**src/rtl/srl_fifo_arb_pkg.sv**
```systemverilog
// Shared types and helpers for the SRL FIFO enqueue arbiter and rr_pick.
// Optional stall watchdog in the top is enabled by SRL_FIFO_ENQ_ARB_STALL_TIMEOUT_EN.
package srl_fifo_arb_pkg;

    typedef enum logic {
        ST_IDLE = 1'b0,
        ST_LOCK = 1'b1
    } arb_state_e;

    localparam int MAX_REQ  = 16;
    localparam int MAX_IDXW = 4;

    function automatic int tag_w(input int nreq);
        return (nreq > 1) ? $clog2(nreq) : 1;
    endfunction

    // Packed FIFO word is {tag, eom, data} with data at bit 0.
    function automatic int eom_pos(input int width);
        return width;
    endfunction

    function automatic int tag_lsb(input int width);
        return width + 1;
    endfunction

    // Returns {found, index} of the first set request scanning up from ptr, wrapping at nreq.
    function automatic logic [MAX_IDXW:0] rr_first(input logic [MAX_REQ-1:0] req,
                                                   input int ptr, input int nreq);
        logic [MAX_IDXW:0] res;
        int idx;
        res = '0;
        for (int k = MAX_REQ - 1; k >= 0; k--) begin
            if (k < nreq) begin
                idx = (ptr + k) % nreq;
                if (req[idx[MAX_IDXW-1:0]]) begin
                    res = {1'b1, idx[MAX_IDXW-1:0]};
                end
            end
        end
        return res;
    endfunction

endpackage

```
**src/rtl/rr_pick.sv**
```systemverilog
// Combinational rotate-priority encoder: one-hot grant and index of the first
// request at or above ptr_i, wrapping modulo NREQ.
module rr_pick
    import srl_fifo_arb_pkg::*;
#(
    parameter int NREQ = 4,
    parameter int IDXW = tag_w(NREQ)
) (
    input  logic [NREQ-1:0] req_i,
    input  logic [IDXW-1:0] ptr_i,
    output logic [NREQ-1:0] gnt_o,
    output logic [IDXW-1:0] idx_o,
    output logic            any_o
);

    logic [MAX_REQ-1:0]  req_ext;
    logic [MAX_IDXW:0]   first;
    logic [MAX_IDXW-1:0] first_idx;

    always_comb begin
        req_ext             = '0;
        req_ext[NREQ-1:0]   = req_i;
        first               = rr_first(req_ext, int'(ptr_i), NREQ);
    end

    assign first_idx = first[MAX_IDXW-1:0];
    assign idx_o     = IDXW'(first_idx);
    assign any_o     = first[MAX_IDXW];

    generate
        for (genvar gi = 0; gi < NREQ; gi++) begin : g_onehot
            assign gnt_o[gi] = any_o && (idx_o == IDXW'(gi));
        end
    endgenerate

endmodule

```
**src/rtl/srl_fifo_enq_arb.sv**
```systemverilog
// Message-locked round-robin arbiter sharing one SRL FIFO enqueue port among NREQ producers.
// Define SRL_FIFO_ENQ_ARB_STALL_TIMEOUT_EN to add the stalled-lock watchdog (STALL_ERR).
module srl_fifo_enq_arb
    import srl_fifo_arb_pkg::*;
#(
    parameter int WIDTH       = 32,
    parameter int NREQ        = 4,
    parameter int TAGW        = tag_w(NREQ),
    parameter int STALL_LIMIT = 64
) (
    input  logic                    CLK,
    input  logic                    RST,
    input  logic [NREQ-1:0]         REQ_VAL,
    input  logic [NREQ-1:0]         REQ_EOM,
    input  logic [NREQ*WIDTH-1:0]   REQ_DATA,
    output logic [NREQ-1:0]         REQ_TAKE,
    input  logic                    FIFO_FULL_N,
    output logic                    FIFO_ENQ,
    output logic [WIDTH+TAGW:0]     FIFO_D_IN,
    output logic [NREQ-1:0]         GRANT,
    output logic                    BUSY,
    output logic                    STALL_ERR
);

    localparam int EOM_POS = eom_pos(WIDTH);
    localparam int TAG_LSB = tag_lsb(WIDTH);

    arb_state_e      state_q, state_d;
    logic [NREQ-1:0] grant_q, grant_d;
    logic [TAGW-1:0] gidx_q, gidx_d;
    logic [TAGW-1:0] ptr_q, ptr_d;
    logic [TAGW-1:0] ptr_after;
    logic [NREQ-1:0] pick_gnt;
    logic [TAGW-1:0] pick_idx;
    logic            pick_any;
    logic            xfer;
    logic            eom_xfer;
    logic            stall_hit;
    logic [WIDTH-1:0] req_word [NREQ];

    generate
        for (genvar gi = 0; gi < NREQ; gi++) begin : g_word
            assign req_word[gi] = REQ_DATA[gi*WIDTH +: WIDTH];
        end
    endgenerate

    rr_pick #(
        .NREQ (NREQ),
        .IDXW (TAGW)
    ) u_pick (
        .req_i (REQ_VAL),
        .ptr_i (ptr_q),
        .gnt_o (pick_gnt),
        .idx_o (pick_idx),
        .any_o (pick_any)
    );

    // Datapath is steered only by the registered grant index, never by other requesters.
    assign xfer      = (state_q == ST_LOCK) && REQ_VAL[gidx_q] && FIFO_FULL_N;
    assign eom_xfer  = xfer && REQ_EOM[gidx_q];
    assign ptr_after = (gidx_q == TAGW'(NREQ - 1)) ? '0 : gidx_q + TAGW'(1);

    always_comb begin
        FIFO_D_IN                     = '0;
        FIFO_D_IN[WIDTH-1:0]          = req_word[gidx_q];
        FIFO_D_IN[EOM_POS]            = REQ_EOM[gidx_q];
        FIFO_D_IN[TAG_LSB +: TAGW]    = gidx_q;
    end

    assign FIFO_ENQ = xfer;
    assign REQ_TAKE = xfer ? grant_q : '0;
    assign GRANT    = grant_q;
    assign BUSY     = (state_q == ST_LOCK);

    always_comb begin
        state_d = state_q;
        grant_d = grant_q;
        gidx_d  = gidx_q;
        ptr_d   = ptr_q;
        case (state_q)
            ST_IDLE: begin
                if (pick_any) begin
                    state_d = ST_LOCK;
                    grant_d = pick_gnt;
                    gidx_d  = pick_idx;
                end
            end
            ST_LOCK: begin
                if (eom_xfer || stall_hit) begin
                    state_d = ST_IDLE;
                    grant_d = '0;
                    ptr_d   = ptr_after;
                end
            end
            default: begin
                state_d = ST_IDLE;
                grant_d = '0;
            end
        endcase
    end

    always_ff @(posedge CLK) begin
        if (RST) begin
            state_q <= ST_IDLE;
            grant_q <= '0;
            gidx_q  <= '0;
            ptr_q   <= '0;
        end else begin
            state_q <= state_d;
            grant_q <= grant_d;
            gidx_q  <= gidx_d;
            ptr_q   <= ptr_d;
        end
    end

`ifdef SRL_FIFO_ENQ_ARB_STALL_TIMEOUT_EN
    localparam int CNTW = $clog2(STALL_LIMIT + 1);

    logic [CNTW-1:0] stall_cnt_q, stall_cnt_d;
    logic            stall_err_q;

    // Only cycles where the FIFO could have accepted a word count as stalled.
    always_comb begin
        stall_cnt_d = stall_cnt_q;
        stall_hit   = 1'b0;
        if (state_q != ST_LOCK || REQ_VAL[gidx_q]) begin
            stall_cnt_d = '0;
        end else if (FIFO_FULL_N) begin
            if (stall_cnt_q == CNTW'(STALL_LIMIT - 1)) begin
                stall_hit   = 1'b1;
                stall_cnt_d = '0;
            end else begin
                stall_cnt_d = stall_cnt_q + CNTW'(1);
            end
        end
    end

    always_ff @(posedge CLK) begin
        if (RST) begin
            stall_cnt_q <= '0;
            stall_err_q <= 1'b0;
        end else begin
            stall_cnt_q <= stall_cnt_d;
            stall_err_q <= stall_hit;
        end
    end

    assign STALL_ERR = stall_err_q;
`else
    logic unused_stall_cfg;
    assign unused_stall_cfg = (STALL_LIMIT > 0);
    assign stall_hit        = 1'b0;
    assign STALL_ERR        = 1'b0;
`endif

endmodule

```
**config.mk**
```make
export PLATFORM = sky130hd
export DESIGN_NAME = srl_fifo_enq_arb
export DESIGN_NICKNAME = d
export VERILOG_FILES = /design/src/rtl/srl_fifo_arb_pkg.sv /design/src/rtl/rr_pick.sv /design/src/rtl/srl_fifo_enq_arb.sv
export SDC_FILE = /design/constraint.sdc
export NUM_CORES = 1
export LEC_CHECK = 0
export CAP_MARGIN = 25
export CELL_PAD_IN_SITES_DETAIL_PLACEMENT = 1
export CELL_PAD_IN_SITES_GLOBAL_PLACEMENT = 1
export CORE_ASPECT_RATIO = 1.25
export CORE_MARGIN = 4
export CORE_UTILIZATION = 17
export CTS_CLUSTER_DIAMETER = 30
export DETAILED_ROUTE_END_ITERATION = 16
export PLACE_DENSITY_LB_ADDON = 0.1
export SLEW_MARGIN = 20
export SYNTH_ARGS = -nofsm -noshare
export SYNTH_HDL_FRONTEND = slang
export SYNTH_SLANG_ARGS = --single-unit
```
**constraint.sdc**
```tcl
create_clock -name CLK -period 2.6 [get_ports CLK]
set_clock_uncertainty 0.1 [all_clocks]
set_input_delay 0.52 -clock CLK [delete_from_list [all_inputs] [get_ports CLK]]
set_output_delay 0.52 -clock CLK [all_outputs]
set_load 0.005 [all_outputs]
```
Word-level counts from Yosys, hierarchy flattened
Cells that the tools add are included.

word-level totals
  register bits = 9
  input bits = 139
  logic and storage cells = 66

cells by class
  $add $sub $neg = 4
  $lt $le $gt $ge = 6
  equal/unequal tests = 6
  muxes and demuxes = 27
  bitwise logic cells = 5
  reductions and logical operators = 14

operators by type and width
  cell                                                                           count
  32-bit binary-select mux with 2-bit select                                     1
  32-bit 2-to-1 mux                                                              2
  5-bit 2-to-1 mux                                                               4
  4-bit by 5-bit less-than comparator with 1-bit output (second input constant)  3
  4-bit 2-to-1 mux                                                               3
  1-bit binary-select mux with 3-bit select                                      3
  1-bit 2-to-1 mux                                                               8
  4-bit one-hot mux with 2 select lines                                          1
  1-bit logical AND                                                              7
  1-bit binary-select mux with 2-bit select                                      3
  2-bit equality test (second input constant)                                    3
  2-bit AND reduction                                                            3
  2-bit OR reduction                                                             3
  2-bit by 5-bit less-than comparator with 1-bit output (second input constant)  1
  2-bit by 1-bit adder with 2-bit output (second input constant)                 2
  2-bit adder (second input constant)                                            2
  2-bit by 1-bit != test with 1-bit output (second input constant)               2
  1-bit AND (first input constant)                                               3
  3-bit greater-or-equal comparator (second input constant)                      1
  2-bit by 3-bit less-than comparator with 1-bit output (second input constant)  1
  2-bit NOT with 3-bit output                                                    1
  2-bit by 1-bit equality test with 1-bit output (second input constant)         1
  2-bit logical NOT                                                              1
  2-bit 2-to-1 mux                                                               1
  other kinds (2)                                                                2

Logic depth before layout (Yosys ltp)
  word-level depth = 13
  gate-level depth with buffers = 5
  gate-level depth less buffers = 4

Cells and area by module
From an unflattened synthesis, not the netlist that was laid out.

second synthesis, totals
  cells, all modules = 125
  area, all modules = 1,456.4 sq um

modules (own cells, without submodules)
  module            instances  cells an instance  area each (sq um)  sequential area each (sq um)
  srl_fifo_enq_arb  1          92                 1,244.9            180.2
  rr_pick           1          33                 211.5              0.0

Worst setup path after synthesis
OpenSTA, ideal clock, no wires.

  path kind = register to output
  from = register gidx_q[0]
  to = output FIFO_D_IN[0]
  arrival = 1.363 ns
  path slack = 0.617 ns
  cell stages (with the launch flop) = 4
  cells stage by stage = dfxtp_1 -> buf_6 -> buf_2 -> mux4_2

on the way
  word-level cells in the longest chain between the ends = 4

RTL lines
  element                                                line                     source
  from (decl)                                            srl_fifo_enq_arb.sv:30   logic [TAGW-1:0] gidx_q, gidx_d;
  from (signal assigned)                                 srl_fifo_enq_arb.sv:111  gidx_q <= gidx_d;
  2-bit NOT with 3-bit output (not written as such)      srl_fifo_enq_arb.sv:65   FIFO_D_IN[WIDTH-1:0] = req_word[gidx_q];
  32-bit binary-select mux with 2-bit select             srl_fifo_enq_arb.sv:65
  32-bit 2-to-1 mux (not written as such) (2 in series)  srl_fifo_enq_arb.sv:65
  to (decl)                                              srl_fifo_enq_arb.sv:19   output logic [WIDTH+TAGW:0] FIFO_D_IN,

Every way passes these cells. The select of a mux whose other input is x is not followed.

Final worst setup path
  from = input REQ_EOM[3]
  to = output FIFO_D_IN[32]

on the way
  word-level cells in the longest chain between the ends = 2

RTL lines
  element                                    line                    source
  from (decl)                                srl_fifo_enq_arb.sv:14  input logic [NREQ-1:0] REQ_EOM,
  1-bit binary-select mux with 2-bit select  srl_fifo_enq_arb.sv:66  FIFO_D_IN[EOM_POS] = REQ_EOM[gidx_q];
  1-bit 2-to-1 mux (not written as such)     srl_fifo_enq_arb.sv:66

Every way passes these cells. The select of a mux whose other input is x is not followed.

==> results.toml <==
[power_and_ir_drop]
total_power_w = 0.000978
p_seq_frac = 0.166
ir_worst_vdd_mv = 0.307
p_int_w = 0.000717
power.switching_w = 0.000260
pwr-share-clk = 0.169
power_density_nw_per_um2 = 288
switching_share = 0.266
power_frac_comb = 0.664
p_leak_nw = 1.22

[floorplanning]
core_area_sq_um = 7440
fp.dieW_um = 86.6
design.die.area_sq_um = 9200
io_pins = 185
die_h_um = 106
rows = 35
floorplan.initialDensity = 0.176

[yosys]
synth-simple-area-share = 0.0963
synth.distinct_cells = 36
netlist_area_sq_um = 1310
synth_compound_area_frac = 0.119
ys_seq_area_frac = 0.137
synth_top_family_by_area = "multiplexers"
netlist_instances = 101
ys_seq_elements = 9
syn-mean-instance-area_sq_um = 13.0
synthMuxAreaShare = 0.589
yosys_warnings = 0
synth_nets = 241
synthAdderAreaFrac = 0.00953
synth_xor_area_frac = 0

[clock_tree]
cts.sinks = 9
clockRootBuffer = "clkbuf_8"
cts_tree = "done"
cts_max_path_buffers = 2
htree_levels = 1
cts_made_buffers = 3
clk_pin_slew_ps = 40
worstSkewPairLatency_ps = 240
postCtsHoldBufs = 0

[setup_path]
crit_type = "primary input to primary output"
cp_max_fo = 2
critPathCaptureType = "primary output"
slowest_stage = "mux4_2"
cp.arrival_ps = 1920
start_kind = "primary input"
path_buf_inv = 2
cpPeakStageDelay_ps = 520
worstPathCellList = "clkdlybuf4s50_1 -> mux4_2 -> clkdlybuf4s50_1"
cp_data_required_time_ps = 1980
crit_path_frequent_cell = "clkdlybuf4s50_1"
critical-path-top-delay-family = "buffers and inverters"

[sta]
fmax_mhz = 394
drv_slew = 0
worst_slack_ps = 63.1
period_needed_ps = 2540
setup_viol = 0
grt_setup_unrepaired = "no"
finalCritPeriodShare = 0.976
hold_viol = 0

[grt]
track_usage = 0.170
grt_pass1_wl_um = 11800
overflow = 0
grt_start_max_net_pins = 36
antenna_found_initial = 0
first_global_vias = 1920

[routing]
firstDrtPassIters = 4
vias_per_cell = 4.66
via_count = 1782
drc = 0
top_layer = "met4"
dr_wl_met3_um = 869
wl_um = 8280
wl_per_cell_um = 21.7
wl_met1_um = 2950
ant_nets = 0
wl_met2_um = 4380
drtIter0Drc = 38

[placed_design]
dpl_worst_slack_ps = -119
finalWeightedCongestion = 0.765
dp_hpwl_um = 7210
portBuffers = 183

[worst_hold_path]
hold_class = "flop to flop"

[final_layout]
fillerInstances = 810
final_common_cell = "clkdlybuf4s50_1"
area_growth_pct = 159
multiInputGateArea_sq_um = 1090
seq_area_sq_um = 181
layout-drive-gt1-share = 0.200
antenna_cells = 0
fin_nets = 431
final_cell_mix = "clkdlybuf4s50_1, mux4_2, buf_4"

[run]
cap_viol_max_count = 0

[run_status]
status = "completed"
-- sequential cells by signal, summed over array words and instances (netlist names) --
name    flops
gidx_q      2
ptr_q       2
BUSY        1
GRANT       4
-- cells in the mapped netlist --
library cell  instances  area (sq um)
a211oi_4              1          20.0
a21oi_1               4          20.0
a22o_1                1          8.76
a31o_2                1          8.76
a32o_1                2          20.0
a32o_2                2          22.5
and2_1                5          31.3
buf_1                 1          3.75
buf_2                 3          15.0
buf_4                 1          7.51
buf_6                 1          11.3
clkbuf_1              4          15.0
conb_1                1          3.75
dfxtp_1               9           180
ha_1                  1          12.5
inv_1                 2          7.51
mux2i_1               3          30.0
mux4_2               33           743
nand2_1               4          15.0
nand2b_1              1          6.26
nand3_1               2          10.0
nand3b_1              1          7.51
nand4_1               1          6.26
nor2_1                4          15.0
nor2b_1               1          6.26
nor3_1                2          10.0
nor4_1                1          6.26
o21a_1                1          7.51
o21ai_0               1          5.00
o221ai_1              1          8.76
o22a_1                1          8.76
o22ai_1               1          6.26
o22ai_2               1          12.5
o31ai_1               1          7.51
or2_2                 1          6.26
or3_1                 1          6.26
-- worst paths after layout --
| path | start | endpoint | slack (ps) | cells past startpoint |
|---|---|---|---|---|
| hold reg to reg | GRANT[2]$_SDFFE_PP0P_ | GRANT[2]$_SDFFE_PP0P_ | 400 | 1 |
| hold / removal | GRANT[2]$_SDFFE_PP0P_ | GRANT[2]$_SDFFE_PP0P_ | 400 | 1 |
| setup reg to reg | gidx_q[0]$_SDFFE_PP0P_ | GRANT[0]$_SDFFE_PP0P_ | 550 | 8 |
| setup / recovery | REQ_EOM[3] | FIFO_D_IN[32] | 60 | 3 |
-- area by class of cell --
type,count,area share
Timing Repair Buffer,195,0.577
Sequential cell,9,0.0534
Inverter,2,0.00221
Multi-Input combinational cell,80,0.320
Tap cell,92,0.0339
Clock buffer,3,0.0122
Clock inverter,1,0.00147
-- per-layer routing --
layer | global-route usage | vias up
met5 | 0 | -
met4 | 0.0278 | 0
met3 | 0.0496 | 7
met2 | 0.316 | 100
met1 | 0.192 | 858
li1 | - | 817
-- worst register-to-register path: stages (launching register included) --
cell      delay (ps)
dfxtp_2          380
buf_12           190
mux2i_1          310
o22ai_4          140
buf_4            160
buf_4            120
buf_4            150
a211oi_4         280
a32o_2           160
-- power groups by stage --
stage                     sequential [W]  combinational, W  clock [W]
final                           0.000163          0.000650   0.000166
after global routing            0.000163          0.000691   0.000178
after floorplan                 0.000162          0.000221          0
after detailed placement        0.000165          0.000649          0
after CTS                       0.000163          0.000659   0.000168
after global placement          0.000165          0.000641          0
-- per-stage QoR --
step	instance area [sq um]	util	hold WS, ps	setup TNS [ps]	std cells
floorplan	1310	-	377	0	101
global placement	3320	0.446	387	-375	376
detailed placement	3320	0.446	386	-461	376
CTS	3390	0.455	402	-77.8	382
global route	3400	0.456	419	0	382
finish	3400	0.456	396	0	382
-- what timing repair did --
item,4_1_cts,5_1_grt
setup buffers,2,0
pin swaps,4,2
gates resized for setup,4,4
endpoints found under the setup margin,5,2
-- logic make-up (layout without fill, tap and decap cells) --
| kind of cell | count (synthesis) | after routing |
|---|---|---|
| buffers and inverters | 12 | 201 |
| flip-flops | 9 | 9 |
| other | 1 | 1 |
| adder cells (fa/ha/maj) | 1 | 1 |
| AO/OA/AOI/OAI | 18 | 18 |
| multiplexers | 36 | 36 |
| AND/OR/NAND/NOR | 24 | 24 |
No activity file was read; power rests on OpenSTA's default activity.
